File: config.mk
export PLATFORM = sky130hd
export DESIGN_NAME = ccff_loader
export DESIGN_NICKNAME = d
export VERILOG_FILES = /design/src/rtl/ccff_loader.sv
export SDC_FILE = /design/constraint.sdc
export NUM_CORES = 1
export LEC_CHECK = 0
export CAP_MARGIN = 20
export CORE_MARGIN = 4
export CORE_UTILIZATION = 56
export CTS_CLUSTER_DIAMETER = 200
export DETAILED_ROUTE_END_ITERATION = 8
export PLACE_DENSITY = 0.84
export SLEW_MARGIN = 20
export SYNTH_ARGS = -nofsm -noshare
export SYNTH_HDL_FRONTEND = slang
export SYNTH_SLANG_ARGS = --single-unit
File: constraint.sdc
create_clock -name clk -period 2.2 [get_ports clk]
set_clock_uncertainty 0.05 [all_clocks]
set_input_delay 0.33 -clock clk [delete_from_list [all_inputs] [get_ports clk]]
set_output_delay 0.33 -clock clk [all_outputs]
set_load 0.02 [all_outputs]
File: src/rtl/ccff_loader.sv
// Serial configuration-chain loader: takes bitstream bytes and shifts them MSB-first into a chain via prog_clk/ccff_head.
// Define CCFF_LOADER_CRC_EN to add a CRC-8 (poly 0x07) check byte after the chain bits.
`timescale 1ns/1ps
module ccff_loader #(
    parameter int CHAIN_LEN = 1024,
    parameter int CLK_DIV   = 2
) (
    input  logic       clk,
    input  logic       rst_n,
    input  logic       start,
    input  logic       abort,
    input  logic [7:0] byte_in,
    input  logic       byte_valid,
    output logic       byte_ready,
    output logic       prog_clk,
    output logic       ccff_head,
    output logic       busy,
    output logic       done,
    output logic       err
);

    localparam int              PH_W     = $clog2(2 * CLK_DIV);
    localparam logic [PH_W-1:0] PH_RISE  = PH_W'(CLK_DIV - 1);
    localparam logic [PH_W-1:0] PH_LAST  = PH_W'(2 * CLK_DIV - 1);
    localparam logic [15:0]     LAST_BIT = 16'(CHAIN_LEN - 1);

    typedef enum logic [2:0] {
        S_IDLE,
        S_FETCH,
        S_SHIFT,
`ifdef CCFF_LOADER_CRC_EN
        S_CHECK,
`endif
        S_DONE
    } state_t;

    state_t          r_state;
    logic [7:0]      r_shreg;
    logic [15:0]     r_bitcnt;
    logic [2:0]      r_bitidx;
    logic [PH_W-1:0] r_phase;
    logic            r_byte_ready;
    logic            r_prog_clk;
    logic            r_head;
    logic            r_busy;
    logic            r_done;

`ifdef CCFF_LOADER_CRC_EN
    logic [7:0]      r_crc;
    logic            r_err;

    function automatic logic [7:0] f_crc8_step(input logic [7:0] crc, input logic bit_in);
        logic fb;
        fb = crc[7] ^ bit_in;
        return {crc[6:0], 1'b0} ^ (fb ? 8'h07 : 8'h00);
    endfunction

    assign err = r_err;
`else
    assign err = 1'b0;
`endif

    assign byte_ready = r_byte_ready;
    assign prog_clk   = r_prog_clk;
    assign ccff_head  = r_head;
    assign busy       = r_busy;
    assign done       = r_done;

    always_ff @(posedge clk or negedge rst_n) begin
        if (!rst_n) begin
            r_state      <= S_IDLE;
            r_shreg      <= 8'd0;
            r_bitcnt     <= 16'd0;
            r_bitidx     <= 3'd0;
            r_phase      <= '0;
            r_byte_ready <= 1'b0;
            r_prog_clk   <= 1'b0;
            r_head       <= 1'b0;
            r_busy       <= 1'b0;
            r_done       <= 1'b0;
`ifdef CCFF_LOADER_CRC_EN
            r_crc        <= 8'd0;
            r_err        <= 1'b0;
`endif
        end else if (abort) begin
            r_state      <= S_IDLE;
            r_prog_clk   <= 1'b0;
            r_byte_ready <= 1'b0;
            r_busy       <= 1'b0;
            r_done       <= 1'b0;
`ifdef CCFF_LOADER_CRC_EN
            r_err        <= 1'b0;
`endif
        end else begin
            case (r_state)
                S_IDLE, S_DONE: begin
                    if (start) begin
                        r_state      <= S_FETCH;
                        r_bitcnt     <= 16'd0;
                        r_byte_ready <= 1'b1;
                        r_busy       <= 1'b1;
                        r_done       <= 1'b0;
`ifdef CCFF_LOADER_CRC_EN
                        r_crc        <= 8'd0;
                        r_err        <= 1'b0;
`endif
                    end
                end
                S_FETCH: begin
                    if (byte_valid) begin
                        r_shreg      <= byte_in;
                        r_head       <= byte_in[7];
                        r_bitidx     <= 3'd0;
                        r_phase      <= '0;
                        r_byte_ready <= 1'b0;
                        r_state      <= S_SHIFT;
                    end
                end
                S_SHIFT: begin
                    // Head is presented at phase 0; prog_clk rises at phase CLK_DIV and falls as the bit ends.
                    r_phase <= r_phase + PH_W'(1);
                    if (r_phase == PH_RISE) begin
                        r_prog_clk <= 1'b1;
                    end
                    if (r_phase == PH_LAST) begin
                        r_prog_clk <= 1'b0;
                        r_phase    <= '0;
                        r_bitcnt   <= r_bitcnt + 16'd1;
                        r_bitidx   <= r_bitidx + 3'd1;
                        r_shreg    <= {r_shreg[6:0], 1'b0};
`ifdef CCFF_LOADER_CRC_EN
                        r_crc      <= f_crc8_step(r_crc, r_head);
`endif
                        if (r_bitcnt == LAST_BIT) begin
`ifdef CCFF_LOADER_CRC_EN
                            r_state      <= S_CHECK;
                            r_byte_ready <= 1'b1;
`else
                            r_state      <= S_DONE;
                            r_busy       <= 1'b0;
                            r_done       <= 1'b1;
`endif
                        end else if (r_bitidx == 3'd7) begin
                            r_state      <= S_FETCH;
                            r_byte_ready <= 1'b1;
                        end else begin
                            r_head <= r_shreg[6];
                        end
                    end
                end
`ifdef CCFF_LOADER_CRC_EN
                S_CHECK: begin
                    if (byte_valid) begin
                        r_err        <= (byte_in != r_crc);
                        r_done       <= 1'b1;
                        r_busy       <= 1'b0;
                        r_byte_ready <= 1'b0;
                        r_state      <= S_DONE;
                    end
                end
`endif
                default: r_state <= S_IDLE;
            endcase
        end
    end

endmodule

==> results of run 1 <==
[synthesized netlist by cell type, types with 2 or more instances]
| library cell | number |
|---|---|
| nand4_1 | 4 |
| clkbuf_1 | 4 |
| a21o_1 | 2 |
| dfrtp_1 | 35 |
| a21oi_1 | 7 |
| or2_2 | 2 |
| mux2i_1 | 8 |
| xor2_1 | 3 |
| nor2b_1 | 4 |
| a31oi_1 | 2 |
| o21ai_0 | 10 |
| o211ai_1 | 2 |
| nand3_1 | 10 |
| xnor2_1 | 6 |
| a22o_1 | 3 |
| nand2_1 | 22 |
| nand2b_1 | 5 |
| ha_1 | 7 |
| and3_1 | 4 |
| nor2_1 | 16 |
| buf_4 | 2 |
| nor4_1 | 2 |
| or4_1 | 4 |
| nor3_1 | 4 |
| o31ai_1 | 4 |
| inv_1 | 8 |
[per-stage QoR]
stage	instance area, µm²	cells	total power, mW
finish	2290	276	1.77
CTS	2280	276	1.76
floorplan	1950	200	1.19
detailed placement	2230	268	1.41
global placement	2230	268	1.40
global route	2290	276	1.89
[sequential cells by signal, summed over array words and instances, names as in the netlist]
register and cells:
r_bitcnt 16, r_shreg 7, r_bitidx 3, r_phase 2, r_state 2, busy 1, byte_ready 1, ccff_head 1
done 1, prog_clk 1
[worst paths after layout]
kind                            start      endpoint  slack [ps]  cells after the start
setup / recovery           r_state[0]  r_bitcnt[15]         110                      7
hold / removal                  rst_n   r_bitcnt[5]         330                      2
setup reg to reg           r_state[0]  r_bitcnt[15]         110                      7
hold reg to reg            r_shreg[5]    r_shreg[5]         450                      2
max in group asynchronous       rst_n  r_bitcnt[14]        1450                      2
min in group clk           r_shreg[5]    r_shreg[5]         450                      2
[routing by layer]
layer	track usage (%)	vias to the layer above	share of wire, %
met5	0	-	0
met3	5.23	8	4.6
met1	25.6	749	46
met2	33.4	41	47
li1	-	766	-
met4	8.86	0	2.1
[worst register-to-register path: cells and delay by family, from the launching register on]
| family | cells | cell delay, ps |
|---|---|---|
| AO/OA/AOI/OAI | 1 | 170 |
| adder cells (fa/ha/maj) | 1 | 270 |
| buffers and inverters | 1 | 90 |
| flip-flops | 1 | 410 |
| AND/OR/NAND/NOR | 4 | 1020 |
[what timing repair did]
item | 4_1_cts | 5_1_grt
setup endpoints to repair | 0 | 4
setup buffers | 0 | 0
resized for setup | 0 | 2
[power by group]
part | leakage, nW | internal (mW) | switching [mW]
clock network | 0.0293 | 0.125 | 0.228
logic | 0.472 | 0.271 | 0.322
registers | 0.472 | 0.750 | 0.0753
[logic make-up after synthesis]
group,after synthesis
DFF,35
other,1
AOI/OAI and AO/OA,38
muxes,9
and+or+nand+nor,86
adders and majority gates,7
xor gates and xnor gates,9
buffers and inverters,15
[layout make-up]
class                           count  area (µm²)
Timing Repair Buffer               29         260
Inverter                            8        30.0
Clock inverter                      1        5.00
Fill cell                         297        1070
Sequential cell                    35         876
Multi-Input combinational cell    150        1020
Clock buffer                        7        45.0
Tap cell                           46        57.6
[placed cells by master (no fill, tap or decap), drive strengths merged, types with 7 or more instances in the layout]
cell type / count
clkbuf: 7
a21oi: 7
clkdlybuf4s50: 17
inv: 8
nand2: 22
dfrtp: 35
ha: 7
mux2i: 8
nor2: 16
nand3: 12
o21ai: 11
buf: 12
==> impl_metrics.csv, run 1 <==
group,metric,value,unit
outcome,outcome,"finished clean",
timing,hold_viol,0,
critical_path,critPathRequiredTime,2420,ps
yosys,async_flop_share,100,%
final_layout,area_growth,17.2,%
power,power_density,774,nW/µm²
route,antenna_left,0,
global_route,grtUsageTotal,20.6,%
timing,min_period,2090,ps
critical_path,critPathBufInv,1,
clock_network,cts_tree,"built",
place,place_ws,27.7,ps
critical_path,critPathArrivalTime,2310,ps
route,viasPerCell,5.67,
yosys,ys_top_cells_by_area,"dfrtp_1 45%, ha_1 4.5%, nand2_1 4.2%",
timing,rsz0062_at_grt,"false",
power,ir_drop,483,µV
yosys,synth_compound_area_share,13.7,%
critical_path,cp-start-kind,"flop",
critical_path,path_class,"reg2reg",
yosys,synth_nets,220,
clock_network,cts_buffers,5,
critical_path,end_kind,"flop",
yosys,yosys_warnings,0,
route,drc,0,
yosys,synth_edf_count,0,
route,drt-pass1-iter-count,4,
final_layout,nNetsFinal,249,
yosys,syn_inst,200,
timing,fin_setup_tns,0,ps
yosys,yosys_register_bits,35,
global_route,grt_max_degree,36,
yosys,yosysSeqAreaShare,44.8,%
global_route,grt_overflow,0,
yosys,synth_cell_types,46,
clock_network,cts_max_level,2,
route,drt_iter0_drc,66,
global_route,grt_pass1_vias,1506,
floorplanning,initial_core_util,58.1,%
run,drv_cap,0,
yosys,yosysTopAreaCell,"dfrtp_1",
yosys,synth_area,1950,µm²
timing,setup_viol,0,
yosys,ys.flop_type,"dfrtp_1",
min_path,hp-class,"in2async",
floorplanning,io_pins,19,
floorplanning,die_w,67.1,µm
place,place.gp.congestion,0.826,
yosys,avgSynthCellArea,9.77,µm²
critical_path,crit_chain,"inv_1, ha_4, or2_2, and4_4, nand3_2, or4_1, a21oi_1",
timing,drv_slew,0,
clock_network,cts.path.max_buffers,2,
yosys,synthMuxAreaShare,4.68,%
clock_network,clkTransAtPathRegs,120,ps
critical_path,path_delay_family,"simple AND/OR/NAND/NOR gates",
yosys,synthSimpleGateAreaFrac,24.3,%
floorplanning,dieArea,4500,µm²
place,port_buffers,17,
timing,maxSlewHeadroom,65.7,%
final_layout,diodes,0,
critical_path,slowest_delay,490,ps
yosys,synthXorXnorAreaFrac,4.04,%
timing,max_clock_freq,0.479,GHz
place,place_hpwl,2860,µm
critical_path,cp_max_fo,7,
timing,period_share,94.8,%
route,num_vias,1564,
global_route,antenna_found_initial,0,
clock_network,cts-root-buf,"clkbuf_4",
critical_path,cpMaxStageDelayCell,"or4_1",
final_layout,drive_gt1_share,13.0,%
clock_network,cts.sinks,35,
clock_network,holdBufCountCts,0,
yosys,synth_fa_ha_area_share,4.48,%
timing,worst_pin_slew,512,ps
global_route,grt_pass1_wl,6800,µm
floorplanning,num_rows,21,
floorplanning,core_area,3360,µm²
timing,holdWs,333,ps
power,power.leakage,0.973,nW
route,wl_per_cell,14.4,µm
yosys,synth_top_family_by_area,"simple AND/OR/NAND/NOR gates",
floorplanning,die_h,67.1,µm
yosys,synth_top_area_share,44.8,%
clock_network,clk_latency,350,ps
route,totalWireLength,3990,µm
final_layout,fin_util,68.1,%
timing,fin_ws,114,ps
Note: power is estimated with default switching activity, not from simulation.
==> run 2: changes to the inputs <==
--- a/config.mk
+++ b/config.mk
@@ -5,7 +5,6 @@
 export SDC_FILE = /design/constraint.sdc
 export NUM_CORES = 1
 export LEC_CHECK = 0
-export CAP_MARGIN = 20
 export CORE_MARGIN = 4
 export CORE_UTILIZATION = 56
 export CTS_CLUSTER_DIAMETER = 200
==> results of run 2 <==
Same layout as run 1: the final DEF is identical, and so are final timing and power.
==> run 3: changes to the inputs <==
--- a/config.mk
+++ b/config.mk
@@ -5,6 +5,7 @@
 export SDC_FILE = /design/constraint.sdc
 export NUM_CORES = 1
 export LEC_CHECK = 0
+export ABC_CLOCK_PERIOD_IN_PS = 2200
 export CORE_MARGIN = 4
 export CORE_UTILIZATION = 56
 export CTS_CLUSTER_DIAMETER = 200
==> results of run 3 <==
Same layout as run 1: the final DEF is identical, and so are final timing and power.
